`src/rtl/tlul_pkg.sv`:
```
// TL-UL opcode constants and arbiter state encoding shared by the UART arbiter slice.
package tlul_pkg;

   localparam logic [2:0] OP_PUT_FULL_DATA   = 3'd0;
   localparam logic [2:0] OP_GET             = 3'd4;
   localparam logic [2:0] OP_ACCESS_ACK      = 3'd0;
   localparam logic [2:0] OP_ACCESS_ACK_DATA = 3'd1;

   typedef enum logic [2:0] {
      ST_IDLE  = 3'd0,
      ST_ADDR  = 3'd1,
      ST_RESP  = 3'd2,
      ST_ERR   = 3'd3,
      ST_DRAIN = 3'd4
   } arb_state_e;

endpackage

```
`src/rtl/rr_picker.sv`:
```
// Round-robin picker: first asserted request at or above ptr, wrapping modulo N.
module rr_picker #(
   parameter int unsigned N  = 2,
   parameter int unsigned GW = (N > 1) ? $clog2(N) : 1
) (
   input  logic [N-1:0]  req,
   input  logic [GW-1:0] ptr,
   output logic [GW-1:0] idx,
   output logic          found
);

   logic [N-1:0] rot;

   // Rotate requests so ptr lands on bit 0, then take the lowest set bit.
   always_comb begin
      rot   = N'({req, req} >> ptr);
      idx   = '0;
      found = 1'b0;
      for (int unsigned i = 0; i < N; i++) begin
         if (!found && rot[i]) begin
            found = 1'b1;
            idx   = GW'((32'(ptr) + i) % N);
         end
      end
   end

endmodule

```
`src/rtl/tlul_uart_arbiter.sv`:
```
// N-to-1 TL-UL arbiter in front of the tlul_uart slave: round-robin, one
// outstanding transaction, combinational A/D pass-through once granted.
module tlul_uart_arbiter
   import tlul_pkg::*;
#(
   parameter int unsigned N       = 2,
   parameter int unsigned W       = 4,
   parameter int unsigned A       = 32,
   parameter int unsigned Z       = 4,
   parameter int unsigned O       = 5,
   parameter int unsigned I       = 5,
   parameter int unsigned TIMEOUT = 1024,
   localparam int unsigned GW     = (N > 1) ? $clog2(N) : 1,
   localparam int unsigned DW     = 8 * W
) (
   input  logic            CLK,
   input  logic            RST_N,
   input  logic [N*3-1:0]  m_a_opcode,
   input  logic [N*3-1:0]  m_a_param,
   input  logic [N*Z-1:0]  m_a_size,
   input  logic [N*O-1:0]  m_a_source,
   input  logic [N*A-1:0]  m_a_address,
   input  logic [N*W-1:0]  m_a_mask,
   input  logic [N*DW-1:0] m_a_data,
   input  logic [N-1:0]    m_a_valid,
   output logic [N-1:0]    m_a_ready,
   output logic [2:0]      m_d_opcode,
   output logic [1:0]      m_d_param,
   output logic [Z-1:0]    m_d_size,
   output logic [O-1:0]    m_d_source,
   output logic [I-1:0]    m_d_sink,
   output logic [DW-1:0]   m_d_data,
   output logic            m_d_error,
   output logic [N-1:0]    m_d_valid,
   input  logic [N-1:0]    m_d_ready,
   output logic [2:0]      s_a_opcode,
   output logic [2:0]      s_a_param,
   output logic [Z-1:0]    s_a_size,
   output logic [O-1:0]    s_a_source,
   output logic [A-1:0]    s_a_address,
   output logic [W-1:0]    s_a_mask,
   output logic [DW-1:0]   s_a_data,
   output logic            s_a_valid,
   input  logic            s_a_ready,
   input  logic [2:0]      s_d_opcode,
   input  logic [1:0]      s_d_param,
   input  logic [Z-1:0]    s_d_size,
   input  logic [O-1:0]    s_d_source,
   input  logic [I-1:0]    s_d_sink,
   input  logic [DW-1:0]   s_d_data,
   input  logic            s_d_error,
   input  logic            s_d_valid,
   output logic            s_d_ready,
   output logic [GW-1:0]   grant,
   output logic            busy
);

   localparam logic [15:0] TO_LAST = 16'(TIMEOUT - 1);

   logic [2:0]    a_opcode_arr [N];
   logic [2:0]    a_param_arr  [N];
   logic [Z-1:0]  a_size_arr   [N];
   logic [O-1:0]  a_source_arr [N];
   logic [A-1:0]  a_address_arr[N];
   logic [W-1:0]  a_mask_arr   [N];
   logic [DW-1:0] a_data_arr   [N];

   arb_state_e    state_q, state_d;
   logic [GW-1:0] grant_q, grant_d;
   logic [GW-1:0] rr_ptr_q, rr_ptr_d;
   logic [GW-1:0] grant_inc;
   logic [15:0]   cnt_q, cnt_d;
   logic [Z-1:0]  size_q, size_d;
   logic [O-1:0]  source_q, source_d;
   logic [GW-1:0] pick_idx;
   logic          pick_found;

   // Split the flat per-master A-channel buses into indexable slices.
   for (genvar k = 0; k < N; k++) begin : g_unpack
      assign a_opcode_arr[k]  = m_a_opcode[k*3 +: 3];
      assign a_param_arr[k]   = m_a_param[k*3 +: 3];
      assign a_size_arr[k]    = m_a_size[k*Z +: Z];
      assign a_source_arr[k]  = m_a_source[k*O +: O];
      assign a_address_arr[k] = m_a_address[k*A +: A];
      assign a_mask_arr[k]    = m_a_mask[k*W +: W];
      assign a_data_arr[k]    = m_a_data[k*DW +: DW];
   end

   rr_picker #(.N(N), .GW(GW)) u_picker (
      .req   (m_a_valid),
      .ptr   (rr_ptr_q),
      .idx   (pick_idx),
      .found (pick_found)
   );

   assign grant_inc = (grant_q == GW'(N - 1)) ? '0 : grant_q + GW'(1);
   assign grant     = grant_q;
   assign busy      = (state_q != ST_IDLE);

   // State, ownership, timeout counter and captured request attributes.
   always_ff @(posedge CLK or negedge RST_N) begin
      if (!RST_N) begin
         state_q  <= ST_IDLE;
         grant_q  <= '0;
         rr_ptr_q <= '0;
         cnt_q    <= '0;
         size_q   <= '0;
         source_q <= '0;
      end else begin
         state_q  <= state_d;
         grant_q  <= grant_d;
         rr_ptr_q <= rr_ptr_d;
         cnt_q    <= cnt_d;
         size_q   <= size_d;
         source_q <= source_d;
      end
   end

   // Next-state: arbitrate, A handshake, D handshake or timeout, then drain.
   always_comb begin
      state_d  = state_q;
      grant_d  = grant_q;
      rr_ptr_d = rr_ptr_q;
      cnt_d    = cnt_q;
      size_d   = size_q;
      source_d = source_q;
      unique case (state_q)
         ST_IDLE: begin
            if (pick_found) begin
               grant_d = pick_idx;
               state_d = ST_ADDR;
            end
         end
         ST_ADDR: begin
            if (!m_a_valid[grant_q]) begin
               state_d = ST_IDLE;
            end else if (s_a_ready) begin
               state_d  = ST_RESP;
               cnt_d    = '0;
               size_d   = a_size_arr[grant_q];
               source_d = a_source_arr[grant_q];
            end
         end
         ST_RESP: begin
            if (s_d_valid) begin
               if (m_d_ready[grant_q]) begin
                  state_d  = ST_IDLE;
                  rr_ptr_d = grant_inc;
               end
            end else if (cnt_q == TO_LAST) begin
               state_d = ST_ERR;
            end else begin
               cnt_d = cnt_q + 16'd1;
            end
         end
         ST_ERR: begin
            if (m_d_ready[grant_q]) state_d = ST_DRAIN;
         end
         ST_DRAIN: begin
            if (s_d_valid) begin
               state_d  = ST_IDLE;
               rr_ptr_d = grant_inc;
            end
         end
         default: state_d = ST_IDLE;
      endcase
   end

   // Channel steering: only the owner sees ready/valid; ERR fabricates a response.
   always_comb begin
      s_a_opcode  = a_opcode_arr[grant_q];
      s_a_param   = a_param_arr[grant_q];
      s_a_size    = a_size_arr[grant_q];
      s_a_source  = a_source_arr[grant_q];
      s_a_address = a_address_arr[grant_q];
      s_a_mask    = a_mask_arr[grant_q];
      s_a_data    = a_data_arr[grant_q];
      s_a_valid   = 1'b0;
      m_a_ready   = '0;
      m_d_opcode  = s_d_opcode;
      m_d_param   = s_d_param;
      m_d_size    = s_d_size;
      m_d_source  = s_d_source;
      m_d_sink    = s_d_sink;
      m_d_data    = s_d_data;
      m_d_error   = s_d_error;
      m_d_valid   = '0;
      s_d_ready   = 1'b0;
      unique case (state_q)
         ST_ADDR: begin
            s_a_valid          = m_a_valid[grant_q];
            m_a_ready[grant_q] = s_a_ready;
         end
         ST_RESP: begin
            m_d_valid[grant_q] = s_d_valid;
            s_d_ready          = m_d_ready[grant_q];
         end
         ST_ERR: begin
            m_d_valid[grant_q] = 1'b1;
            m_d_opcode         = OP_ACCESS_ACK_DATA;
            m_d_param          = '0;
            m_d_size           = size_q;
            m_d_source         = source_q;
            m_d_sink           = '0;
            m_d_data           = '0;
            m_d_error          = 1'b1;
         end
         ST_DRAIN: begin
            s_d_ready = 1'b1;
         end
         default: ;
      endcase
   end

endmodule

```
`config.mk`:
```
export PLATFORM = sky130hd
export DESIGN_NAME = tlul_uart_arbiter
export DESIGN_NICKNAME = d
export VERILOG_FILES = /design/src/rtl/tlul_pkg.sv /design/src/rtl/rr_picker.sv /design/src/rtl/tlul_uart_arbiter.sv
export SDC_FILE = /design/constraint.sdc
export NUM_CORES = 1
export LEC_CHECK = 0
export ABC_CLOCK_PERIOD_IN_PS = 2500
export CELL_PAD_IN_SITES_DETAIL_PLACEMENT = 1
export CELL_PAD_IN_SITES_GLOBAL_PLACEMENT = 1
export CORE_AREA = 2 2 142 144
export CTS_BUF_LIST = sky130_fd_sc_hd__clkbuf_8
export DETAILED_ROUTE_END_ITERATION = 8
export DIE_AREA = 0 0 144 146
export PLACE_DENSITY = 0.86
export SLEW_MARGIN = 20
export SYNTH_ARGS = -nofsm -noshare
export SYNTH_HDL_FRONTEND = slang
export SYNTH_SLANG_ARGS = --single-unit
```
`constraint.sdc`:
```
create_clock -name CLK -period 2.5 [get_ports CLK]
set_input_delay 0.5 -clock CLK [delete_from_list [all_inputs] [get_ports CLK]]
set_output_delay 0.5 -clock CLK [all_outputs]
set_load 0.1 [all_outputs]
```
==> run metrics, run 1 <==
CTS sink count 30; Avg Inst Size Synth 9.43 µm²; hold path endpoint size_q[0]; Reg-to-Reg End cnt_q[7]; Worst R2R Path Depth 5; Worst Setup End Kind output port; post-CTS setup buffer count 0; Mapped Nets 551; CTS tree done; dpl hpwl 18100 µm; final core occ 45.1%; ANT nets after route 0; H-tree depth 2; Final setup viols 0; I/O pins 369; commonest non-fill, non-tap cell in the layout clkdlybuf4s50_1; crit path kind reg -> out; HP Start size_q[0]; fin cells 956; RSZ-0062 raised after global routing no; die area 21000 µm²; Synth area leader mux2_2; critical path arrival 1910 ps; initial drt markers 100; final instance area 8710 µm²; post-synthesis register bit count 30; CTS hold repair buffers 0; initial antenna violation count 1; combinational share of power 86.4%; max-slew violation count 0; Routed WL 21000 µm; die width 144 µm; worst-margin pin slew 724 ps; Sequential cell area 754 µm²; clock latency on the worst-skew pair 290 ps; Routed wire per std cell 21.9 µm; minimum clock period 2410 ps; GP Congestion 0.794; port buffer count 368; Mapped Cells 324; Clk pwr share 5.8%; Internal 4.54 mW; nets 917; first-pass GRT wire length 29600 µm; fraction of layout cells with a size suffix above 1 40.5%; Post-Place Cell Area 8570 µm²; f_max 0.415 GHz; number of global-route vias before repair 4521; reg2reg start cnt_q[1]; most frequent cells in the layout clkdlybuf4s50_1, buf_12, mux2_2; area of the multi-input gates 2190 µm²; TritonCTS buffer count 5; Slew HR 51.8%; gr ovfl total 0; main area contributors after synthesis mux2_2, dfrtp_1, and2_1, a31oi_1, a21oi_1; Reg power frac 7.9%; Min-Delay Path Class reg -> reg; Final Total Pwr 11.0 mW; Power Dens Cells 1260 nW/µm²; hold-critical path depth 1; DR pass1 iterations 4; Initial Util 15.8%; DRC Markers 0; # placed instances 948; Max Clock Skew 11.1 ps; n_diodes 0; status finished clean; sequential fraction of the synthesis area 24.6%; clk buf depth 2; vias 4111; Reg clk slew, reported paths 70 ps; max-cap violations 0; Vias/cell 4.30; Layout fillers 2044; Die H 146 µm; CP required 2000 ps; Synth Cell Area 3060 µm²; synthesis warning total 0; Final Hold Vio Count 0; CP Max Fanout 29; Reg2Reg Setup Slack 250 ps; Tcrit/Tclk final 96.4%; Final Hold Slack 512 ps; core box area 19300 µm²; CTS root buf clkbuf_8; Net Switching 6.43 mW; Worst VDD drop 0.615 mV; post_cts resized 0; Overall Global Routing Usage 19.0%; count of different cell masters after synthesis 43; Synth top area share 37.9%; LEAKAGE 3.48 nW; kind of start point of the critical path flip-flop; FP Rows 51; largest net degree at the start of global routing 53; area grow syn2layout 185%; Sw Share 58.6%
-- flip-flops by register name, indices dropped and copies added, names as in the netlist --
register and flops:
grant 1, cnt_q 16, rr_ptr_q 1, state_q 3
size_q 4, source_q 5
-- layer usage --
| layer | track usage [%] | part of all wire [%] |
|---|---|---|
| met5 | 0 | 0.062 |
| met4 | 5.15 | 2.6 |
| met3 | 5.33 | 7.5 |
| met2 | 36.2 | 54 |
| met1 | 20.2 | 35 |
-- synthesized netlist by cell type (all sizes together) --
cell / n
a211o: 1
a21boi: 3
a21o: 1
a21oi: 10
a2bb2oi: 1
a311o: 1
a31o: 2
a31oi: 12
a41oi: 1
and2: 42
and3b: 1
buf: 14
clkbuf: 11
dfrtp: 30
ha: 1
inv: 8
mux2: 103
mux2i: 1
nand2: 10
nand2b: 5
nand3: 5
nand3b: 2
nand4: 8
nand4b: 1
nor2: 10
nor2b: 2
nor3: 7
nor3b: 1
nor4: 3
nor4b: 1
o211ai: 6
o21a: 5
o21ai: 6
o221ai: 1
o311a: 1
or3b: 1
or4: 5
or4bb: 1
-- cell families (layout without fill, tap and decap cells) --
logic type               Yosys count  after routing  synth area share (%)
buffers and inverters             33            400                  4.95
adder cells (fa/ha/maj)            1              1                 0.409
multiplexers                     104            104                  38.3
AO/OA/AOI/OAI                     51             51                  11.6
flip-flops                        30             30                  24.6
AND/OR/NAND/NOR                  105            105                  20.2
-- how the worst max path moves through the flow --
stage | from | to | slack [ps]
2_1_floorplan | grant | m_a_ready[0] | -20
3_3_place_gp | s_d_valid | m_d_valid[0] | 150
3_5_place_dp | s_d_valid | m_d_valid[0] | 140
4_1_cts | grant | s_a_data[6] | 80
5_1_grt | state_q[1] | m_d_source[4] | 20
6_report | grant | s_a_data[6] | 90
-- power by group through the flow --
| stage | Combinational [mW] | Clock, mW | Sequential (mW) |
|---|---|---|---|
| 2_1_floorplan | 5.91 | 0 | 0.770 |
| 3_3_place_gp | 9.43 | 0 | 0.858 |
| 3_5_place_dp | 9.53 | 0 | 0.870 |
| 4_1_cts | 9.55 | 0.656 | 0.860 |
| 5_1_grt | 9.69 | 0.680 | 0.889 |
| 6_report | 9.47 | 0.635 | 0.861 |
-- metrics by stage --
| step | setup TNS, ps | setup slack, ps |
|---|---|---|
| finish | 0 | 90.1 |
| global route | 0 | 15.8 |
| CTS | 0 | 77.4 |
| detailed placement | 0 | 137 |
| global placement | 0 | 149 |
| floorplan | -33.8 | -16.9 |
-- worst max-delay path: stages (launching register included) --
cell,delay (ps)
dfrtp_4,730
buf_4,300
mux2_2,400
buf_12,180
-- final cells by class --
| class | count | share of cell area, % |
|---|---|---|
| multi-input combinational | 261 | 25.2 |
| tap | 265 | 3.81 |
| clock inverter | 2 | 0.689 |
| sequential | 30 | 8.66 |
| inverter | 8 | 0.345 |
| clock buffer | 6 | 0.948 |
| timing repair buffer | 384 | 60.4 |
Note: power is estimated with default switching activity, not from simulation.
==> inputs of run 2 (changes only) <==
--- a/config.mk
+++ b/config.mk
@@ -6,6 +6,7 @@
 export NUM_CORES = 1
 export LEC_CHECK = 0
 export ABC_CLOCK_PERIOD_IN_PS = 2500
+export CAP_MARGIN = 20
 export CELL_PAD_IN_SITES_DETAIL_PLACEMENT = 1
 export CELL_PAD_IN_SITES_GLOBAL_PLACEMENT = 1
 export CORE_AREA = 2 2 142 144
==> results of run 2 <==
No change in the layout: final DEF, timing and power equal those of run 1.
